## src/rtl/phy_mdio_config.sv

```systemverilog
// Clause-22 MDIO master: writes a fixed 3-entry ADIN1300 setup table after reset,
// then reads BMSR at a fixed interval and reports link status.
module phy_mdio_config #(
  parameter int         CLK_DIV       = 10,
  parameter logic [4:0] PHY_ADDR      = 5'd0,
  parameter int         RESET_WAIT    = 50000,
  parameter int         POLL_INTERVAL = 500000
) (
  input  logic        clk,
  input  logic        rst,
  input  logic        start,
  input  logic        mdio_in,
  output logic        mdc,
  output logic        mdio_out,
  output logic        mdio_oen,
  output logic        busy,
  output logic        config_done,
  output logic        link_up,
  output logic        phy_err,
  output logic [15:0] bmsr
);
  localparam int DLY_MAX = (RESET_WAIT > POLL_INTERVAL) ? RESET_WAIT : POLL_INTERVAL;
  localparam int DW      = $clog2(DLY_MAX + 1);
  localparam int CW      = $clog2(CLK_DIV);

  typedef enum logic [2:0] {WAIT_RST, LOAD, SHIFT, GAP, POLL_WAIT} state_t;

  state_t        state_reg, state_next;
  logic [1:0]    idx_reg, idx_next;
  logic          is_read_reg, is_read_next;
  logic [5:0]    bit_cnt_reg, bit_cnt_next;
  logic          gap_cnt_reg, gap_cnt_next;
  logic [DW-1:0] dly_cnt_reg, dly_cnt_next;
  logic          frame_err_reg, frame_err_next;
  logic [15:0]   shift_reg, shift_next;
  logic          mdio_out_reg, mdio_out_next;
  logic          mdio_oen_reg, mdio_oen_next;
  logic          config_done_reg, config_done_next;
  logic          link_up_reg, link_up_next;
  logic          phy_err_reg, phy_err_next;
  logic [15:0]   bmsr_reg, bmsr_next;

  logic [CW-1:0] div_cnt_reg;
  logic          mdc_reg;
  logic          toggle, fall_tick, rise_tick;
  logic [5:0]    nb;
  logic [15:0]   rd_word;
  logic [4:0]    regad;
  logic [15:0]   wr_data;
  logic [63:0]   frame_word;

  // Free-running MDC; the ticks mark the clk edge on which mdc changes level.
  assign toggle    = (div_cnt_reg == CW'(CLK_DIV - 1));
  assign fall_tick = toggle & mdc_reg;
  assign rise_tick = toggle & ~mdc_reg;

  always_ff @(posedge clk or negedge rst) begin
    if (!rst) begin
      div_cnt_reg <= '0;
      mdc_reg     <= 1'b0;
    end else if (toggle) begin
      div_cnt_reg <= '0;
      mdc_reg     <= ~mdc_reg;
    end else begin
      div_cnt_reg <= div_cnt_reg + CW'(1);
    end
  end

  always_comb begin
    regad   = 5'd1;
    wr_data = 16'h0000;
    if (!is_read_reg) begin
      case (idx_reg)
        2'd0:    begin regad = 5'd4; wr_data = 16'h01E1; end
        2'd1:    begin regad = 5'd9; wr_data = 16'h0000; end
        default: begin regad = 5'd0; wr_data = 16'h1200; end
      endcase
    end
  end

  // Read frames carry ones in TA/data; those bits are never driven.
  assign frame_word = is_read_reg
    ? {32'hFFFF_FFFF, 2'b01, 2'b10, PHY_ADDR, regad, 2'b11, 16'hFFFF}
    : {32'hFFFF_FFFF, 2'b01, 2'b01, PHY_ADDR, regad, 2'b10, wr_data};

  assign nb      = bit_cnt_reg + 6'd1;
  assign rd_word = {shift_reg[14:0], mdio_in};

  always_ff @(posedge clk or negedge rst) begin
    if (!rst) begin
      state_reg       <= WAIT_RST;
      idx_reg         <= 2'd0;
      is_read_reg     <= 1'b0;
      bit_cnt_reg     <= 6'd0;
      gap_cnt_reg     <= 1'b0;
      dly_cnt_reg     <= '0;
      frame_err_reg   <= 1'b0;
      shift_reg       <= 16'h0000;
      mdio_out_reg    <= 1'b1;
      mdio_oen_reg    <= 1'b1;
      config_done_reg <= 1'b0;
      link_up_reg     <= 1'b0;
      phy_err_reg     <= 1'b0;
      bmsr_reg        <= 16'h0000;
    end else begin
      state_reg       <= state_next;
      idx_reg         <= idx_next;
      is_read_reg     <= is_read_next;
      bit_cnt_reg     <= bit_cnt_next;
      gap_cnt_reg     <= gap_cnt_next;
      dly_cnt_reg     <= dly_cnt_next;
      frame_err_reg   <= frame_err_next;
      shift_reg       <= shift_next;
      mdio_out_reg    <= mdio_out_next;
      mdio_oen_reg    <= mdio_oen_next;
      config_done_reg <= config_done_next;
      link_up_reg     <= link_up_next;
      phy_err_reg     <= phy_err_next;
      bmsr_reg        <= bmsr_next;
    end
  end

  always_comb begin
    state_next       = state_reg;
    idx_next         = idx_reg;
    is_read_next     = is_read_reg;
    bit_cnt_next     = bit_cnt_reg;
    gap_cnt_next     = gap_cnt_reg;
    dly_cnt_next     = dly_cnt_reg;
    frame_err_next   = frame_err_reg;
    shift_next       = shift_reg;
    mdio_out_next    = mdio_out_reg;
    mdio_oen_next    = mdio_oen_reg;
    config_done_next = config_done_reg;
    link_up_next     = link_up_reg;
    phy_err_next     = phy_err_reg;
    bmsr_next        = bmsr_reg;
    case (state_reg)
      WAIT_RST: begin
        if (dly_cnt_reg == DW'(RESET_WAIT - 1)) begin
          dly_cnt_next = '0;
          idx_next     = 2'd0;
          is_read_next = 1'b0;
          state_next   = LOAD;
        end else begin
          dly_cnt_next = dly_cnt_reg + DW'(1);
        end
      end
      LOAD: begin
        if (fall_tick) begin
          bit_cnt_next   = 6'd0;
          frame_err_next = 1'b0;
          mdio_out_next  = frame_word[63];
          mdio_oen_next  = 1'b0;
          state_next     = SHIFT;
        end
      end
      SHIFT: begin
        if (fall_tick) begin
          if (bit_cnt_reg == 6'd63) begin
            mdio_out_next = 1'b1;
            mdio_oen_next = 1'b1;
            gap_cnt_next  = 1'b0;
            state_next    = GAP;
          end else begin
            bit_cnt_next  = nb;
            mdio_out_next = frame_word[6'd63 - nb];
            mdio_oen_next = is_read_reg && (nb >= 6'd46);
          end
        end
        // A PHY that leaves TA high is absent or not answering; keep stale bmsr.
        if (rise_tick && is_read_reg) begin
          if (bit_cnt_reg == 6'd47 && mdio_in) begin
            frame_err_next = 1'b1;
            phy_err_next   = 1'b1;
            link_up_next   = 1'b0;
          end
          if (bit_cnt_reg >= 6'd48) begin
            shift_next = rd_word;
            if (bit_cnt_reg == 6'd63 && !frame_err_reg) begin
              bmsr_next    = rd_word;
              link_up_next = rd_word[2];
            end
          end
        end
      end
      GAP: begin
        if (start && is_read_reg) begin
          config_done_next = 1'b0;
          phy_err_next     = 1'b0;
          idx_next         = 2'd0;
          is_read_next     = 1'b0;
          state_next       = LOAD;
        end else if (fall_tick) begin
          if (gap_cnt_reg) begin
            dly_cnt_next = '0;
            if (is_read_reg) begin
              state_next = POLL_WAIT;
            end else if (idx_reg == 2'd2) begin
              config_done_next = 1'b1;
              state_next       = POLL_WAIT;
            end else begin
              idx_next   = idx_reg + 2'd1;
              state_next = LOAD;
            end
          end else begin
            gap_cnt_next = 1'b1;
          end
        end
      end
      POLL_WAIT: begin
        if (start) begin
          config_done_next = 1'b0;
          phy_err_next     = 1'b0;
          idx_next         = 2'd0;
          is_read_next     = 1'b0;
          state_next       = LOAD;
        end else if (dly_cnt_reg == DW'(POLL_INTERVAL - 1)) begin
          dly_cnt_next = '0;
          is_read_next = 1'b1;
          state_next   = LOAD;
        end else begin
          dly_cnt_next = dly_cnt_reg + DW'(1);
        end
      end
      default: state_next = WAIT_RST;
    endcase
  end

  assign mdc         = mdc_reg;
  assign mdio_out    = mdio_out_reg;
  assign mdio_oen    = mdio_oen_reg;
  assign busy        = (state_reg == LOAD) || (state_reg == SHIFT);
  assign config_done = config_done_reg;
  assign link_up     = link_up_reg;
  assign phy_err     = phy_err_reg;
  assign bmsr        = bmsr_reg;
endmodule
```

## config.mk

```make
export PLATFORM = sky130hd
export DESIGN_NAME = phy_mdio_config
export DESIGN_NICKNAME = d
export VERILOG_FILES = /design/src/rtl/phy_mdio_config.sv
export SDC_FILE = /design/constraint.sdc
export NUM_CORES = 1
export LEC_CHECK = 0
export ABC_CLOCK_PERIOD_IN_PS = 3050
export CORE_ASPECT_RATIO = 0.8
export CORE_MARGIN = 5
export CORE_UTILIZATION = 40
export DETAILED_ROUTE_END_ITERATION = 8
export PLACE_DENSITY = 0.69
export SYNTH_ARGS = -nofsm -noshare
export SYNTH_HDL_FRONTEND = slang
export SYNTH_SLANG_ARGS = --single-unit
```

## constraint.sdc

```tcl
create_clock -name clk -period 3.05 [get_ports clk]
set_input_delay 0.61 -clock clk [delete_from_list [all_inputs] [get_ports clk]]
set_output_delay 0.61 -clock clk [all_outputs]
set_load 0.005 [all_outputs]
```

==> results by group <==
Detailed routing
  – DR top layer: met4
  – Vias per cell: about 5.5
  – Post-route DRC violation count: 0
  – Routed WL per cell: between 15 and 20 microns
  – Final ANT Viol Nets: 0
  – Routed metal-1 wirelength: about 4.0 mm
  – WL met3: ~300 microns
  – Drt first pass iters: 6
  – Wire length on met2: 3.48 mm
  – Final wirelength: roughly 8 mm
  – Via count: around 2800
  – DR iter-0 viols: around 180

Yosys
  – Post-synth cell types: 67
  – Post-synth EDFFs: 0
  – Commonest cells in the netlist: dfrtp_1 (72), nand2_1 (30), mux2_2 (21)
  – Multiplexer share of the synthesized area: 0.101
  – Post-synthesis compound-gate area fraction: 0.136
  – Seq/Total Area, Yosys: 0.478
  – Post-synthesis adder-cell area fraction: 0.0161
  – Largest area contributor in the netlist: dfrtp_1
  – Post-synth ARST share: 1.00
  – Largest family of logic cells by synthesized area: simple AND/OR/NAND/NOR gates
  – Yosys top cell area share: 0.465
  – Simple-Gate Fraction of Synth Area: 0.184
  – Most frequent cell after synthesis: dfrtp_1
  – Synth top area cells: dfrtp_1 (46%), mux2_2 (6.1%), xnor2_1 (4.3%), nand2_1 (2.9%), o21ai_0 (2.3%)
  – Mean area per synthesized cell: approximately 11 sq um
  – Synth Net Count: between 300 and 400
  – Post-Synthesis Cells: 360
  – YS warnings: 0
  – FF+latch count, synth: 74
  – Top_reg_cell synth: dfrtp_1
  – Synth Cell Area: ~3900 sq um
  – Post-synthesis xor/xnor area fraction: 0.0519

Setup path
  – CP Cell Sequence: nand2b_1, a21oi_1, clkdlybuf4s50_1
  – Slowest stage delay, CP: approximately 0.70 ns
  – Worst Path Max Fanout: 18
  – Delay-heaviest family, CP: flip-flops
  – CP arrival: approximately 2 ns
  – Startpoint Class: flip-flop
  – Register-to-register setup slack: about 0.59 ns
  – CP required: 2.44 ns
  – RR Startpoint: bit_cnt_reg[0]
  – Crit-path slowest cell: dfrtp_1
  – Reg2reg end: bmsr[4]
  – Crit path kind: reg2out
  – R2R depth: 5
  – Worst path bufs/invs: 1
  – Critical Path End Type: primary output

Min path
  – Hold Path Class: in2async

Die
  – IO Pins: 27
  – Die W: 120 microns
  – Rows: 32
  – Core Area: approximately 9600 sq um
  – Die ar.: 11800 sq um
  – Starting Density: 0.405
  – Die Height: a little under 100 microns

Power
  – Maximum VDD drop: about 330 uV
  – PD cells: approximately 460 nW/um^2
  – Pleak: between 1.5 and 2 nW
  – Total power: ~0.0021 W

Cells and area
  – Fin util: 0.476
  – NumNets Final: ~400
  – Diodes inserted: 0
  – Share of cells above drive strength 1: 0.183
  – Area growth from synthesis to layout: 17.5%
  – Max reg flops: 19
  – Fin cells: around 510

GRT
  – Largest net degree at the start of global routing: 75
  – GRT Overall Usage: 0.139
  – Vias in the first global route: ~2700
  – Overflow left after global routing: 0
  – Global-route wire length before repair: ~13 mm
  – Initial antenna violation count: 0

Clocking
  – Clock-pin slew of the registers on the worst-case setup and hold paths: around 0.060 ns
  – CTS Buffer Depth: 2
  – Root buffer selected by CTS: clkbuf_16
  – CTS tree: done
  – Clk Latency, worst-skew pair: 0.34 ns
  – CTS H-tree depth: 3
  – CTS buffer count: 9
  – Post-CTS sizing: 0
  – Post-CTS setup buffer count: 0
  – Cts hold-fix bufs: 0
  – Clock Sinks: 74

Placement
  – IO buf count: 26
  – Cell Count Post-Placement: between 400 and 500
  – DP HPWL: between 5 and 6 mm
  – RD Place Congestion: between 0.8 and 0.9

STA
  – Slew @ Worst Pin: around 0.95 ns
  – Fmax: around 0.38 GHz
  – RSZ-0062 raised after global routing: no
  – Fin. max-slew vios: 0
  – Worst Hold Slack: 0.401 ns
  – Final min period: around 2.6 ns
  – Period utilization: 0.861
  – Max Clock Skew: roughly 0.0064 ns
  – Slew Limit Headroom: 0.368
  – Total negative slack: 0 ns
  – Final-report hold violation count: 0
  – Final setup vio count: 0

Job
  – Max_cap viols: 0

Run status
  – Run status: completed
power breakdown:
group          switching, W  internal, W
Combinational     0.0000222   0.00000616
Sequential      0.000000687     0.000983
Clock              0.000440     0.000647
worst max-delay path by stage:
| stage | end | startpoint | cells after the start | slack, ns |
|---|---|---|---|---|
| floorplan | bmsr[10] | bit_cnt_reg[1] | 7 | 0.84 |
| global placement | dly_cnt_reg[17] | start | 6 | 0.38 |
| detailed placement | dly_cnt_reg[17] | start | 6 | 0.25 |
| CTS | busy | state_reg[1] | 3 | 0.42 |
| global route | busy | state_reg[1] | 4 | 0.27 |
| finish | busy | state_reg[1] | 3 | 0.43 |
cell type report:
type	instances	area [sq um]
multi-input cells	258	1890
well taps	119	149
inverters	13	48.8
flip-flops and latches	74	1850
repair buffers	32	303
clock buffers	9	225
clock inverters	7	82.6
fillers	864	5010
per-layer routing:
metal / up-vias / global-route usage
met1: 1388 / 0.198
met2: 52 / 0.204
met4: 0 / 0.0475
li1: 1373 / -
met3: 13 / 0.0376
met5: - / 0
stage by stage:
step | setup WS [ns] | instance area, sq um
2_1_floorplan | 0.841 | 3880
3_3_place_gp | 0.379 | 4250
3_5_place_dp | 0.253 | 4250
4_1_cts | 0.419 | 4560
5_1_grt | 0.272 | 4560
6_report | 0.425 | 4560
cells in the final DEF (no fill, tap or decap), types with 3 or more instances in the layout:
| master | n |
|---|---|
| o31ai_1 | 9 |
| nor2_2 | 10 |
| a211o_1 | 3 |
| nor4b_1 | 8 |
| o211ai_1 | 3 |
| mux2_4 | 6 |
| nor3b_1 | 3 |
| mux2_1 | 3 |
| nand2b_1 | 5 |
| nand2_1 | 30 |
| clkbuf_16 | 9 |
| nand3_1 | 5 |
| nor2_1 | 19 |
| nand4_1 | 6 |
| xnor2_1 | 19 |
| nor3_1 | 9 |
| xor2_1 | 4 |
| a21o_1 | 3 |
| and2_1 | 3 |
| a21oi_1 | 12 |
| buf_4 | 7 |
| ha_1 | 5 |
| o22ai_1 | 3 |
| inv_6 | 4 |
| mux2_2 | 21 |
| o21ai_0 | 18 |
| and3_1 | 3 |
| dfrtp_1 | 72 |
| mux2i_1 | 3 |
| inv_1 | 13 |
| clkdlybuf4s50_1 | 25 |
cells by family (layout without fill, tap and decap cells):
family          after synthesis  after routing
compound gates               74             74
flops                        74             74
fa+ha+maj                     5              5
simple gates                123            123
buf+inv                      28             61
mux                          33             33
xor+xnor                     23             23
Power figures use the tool's default switching activity.
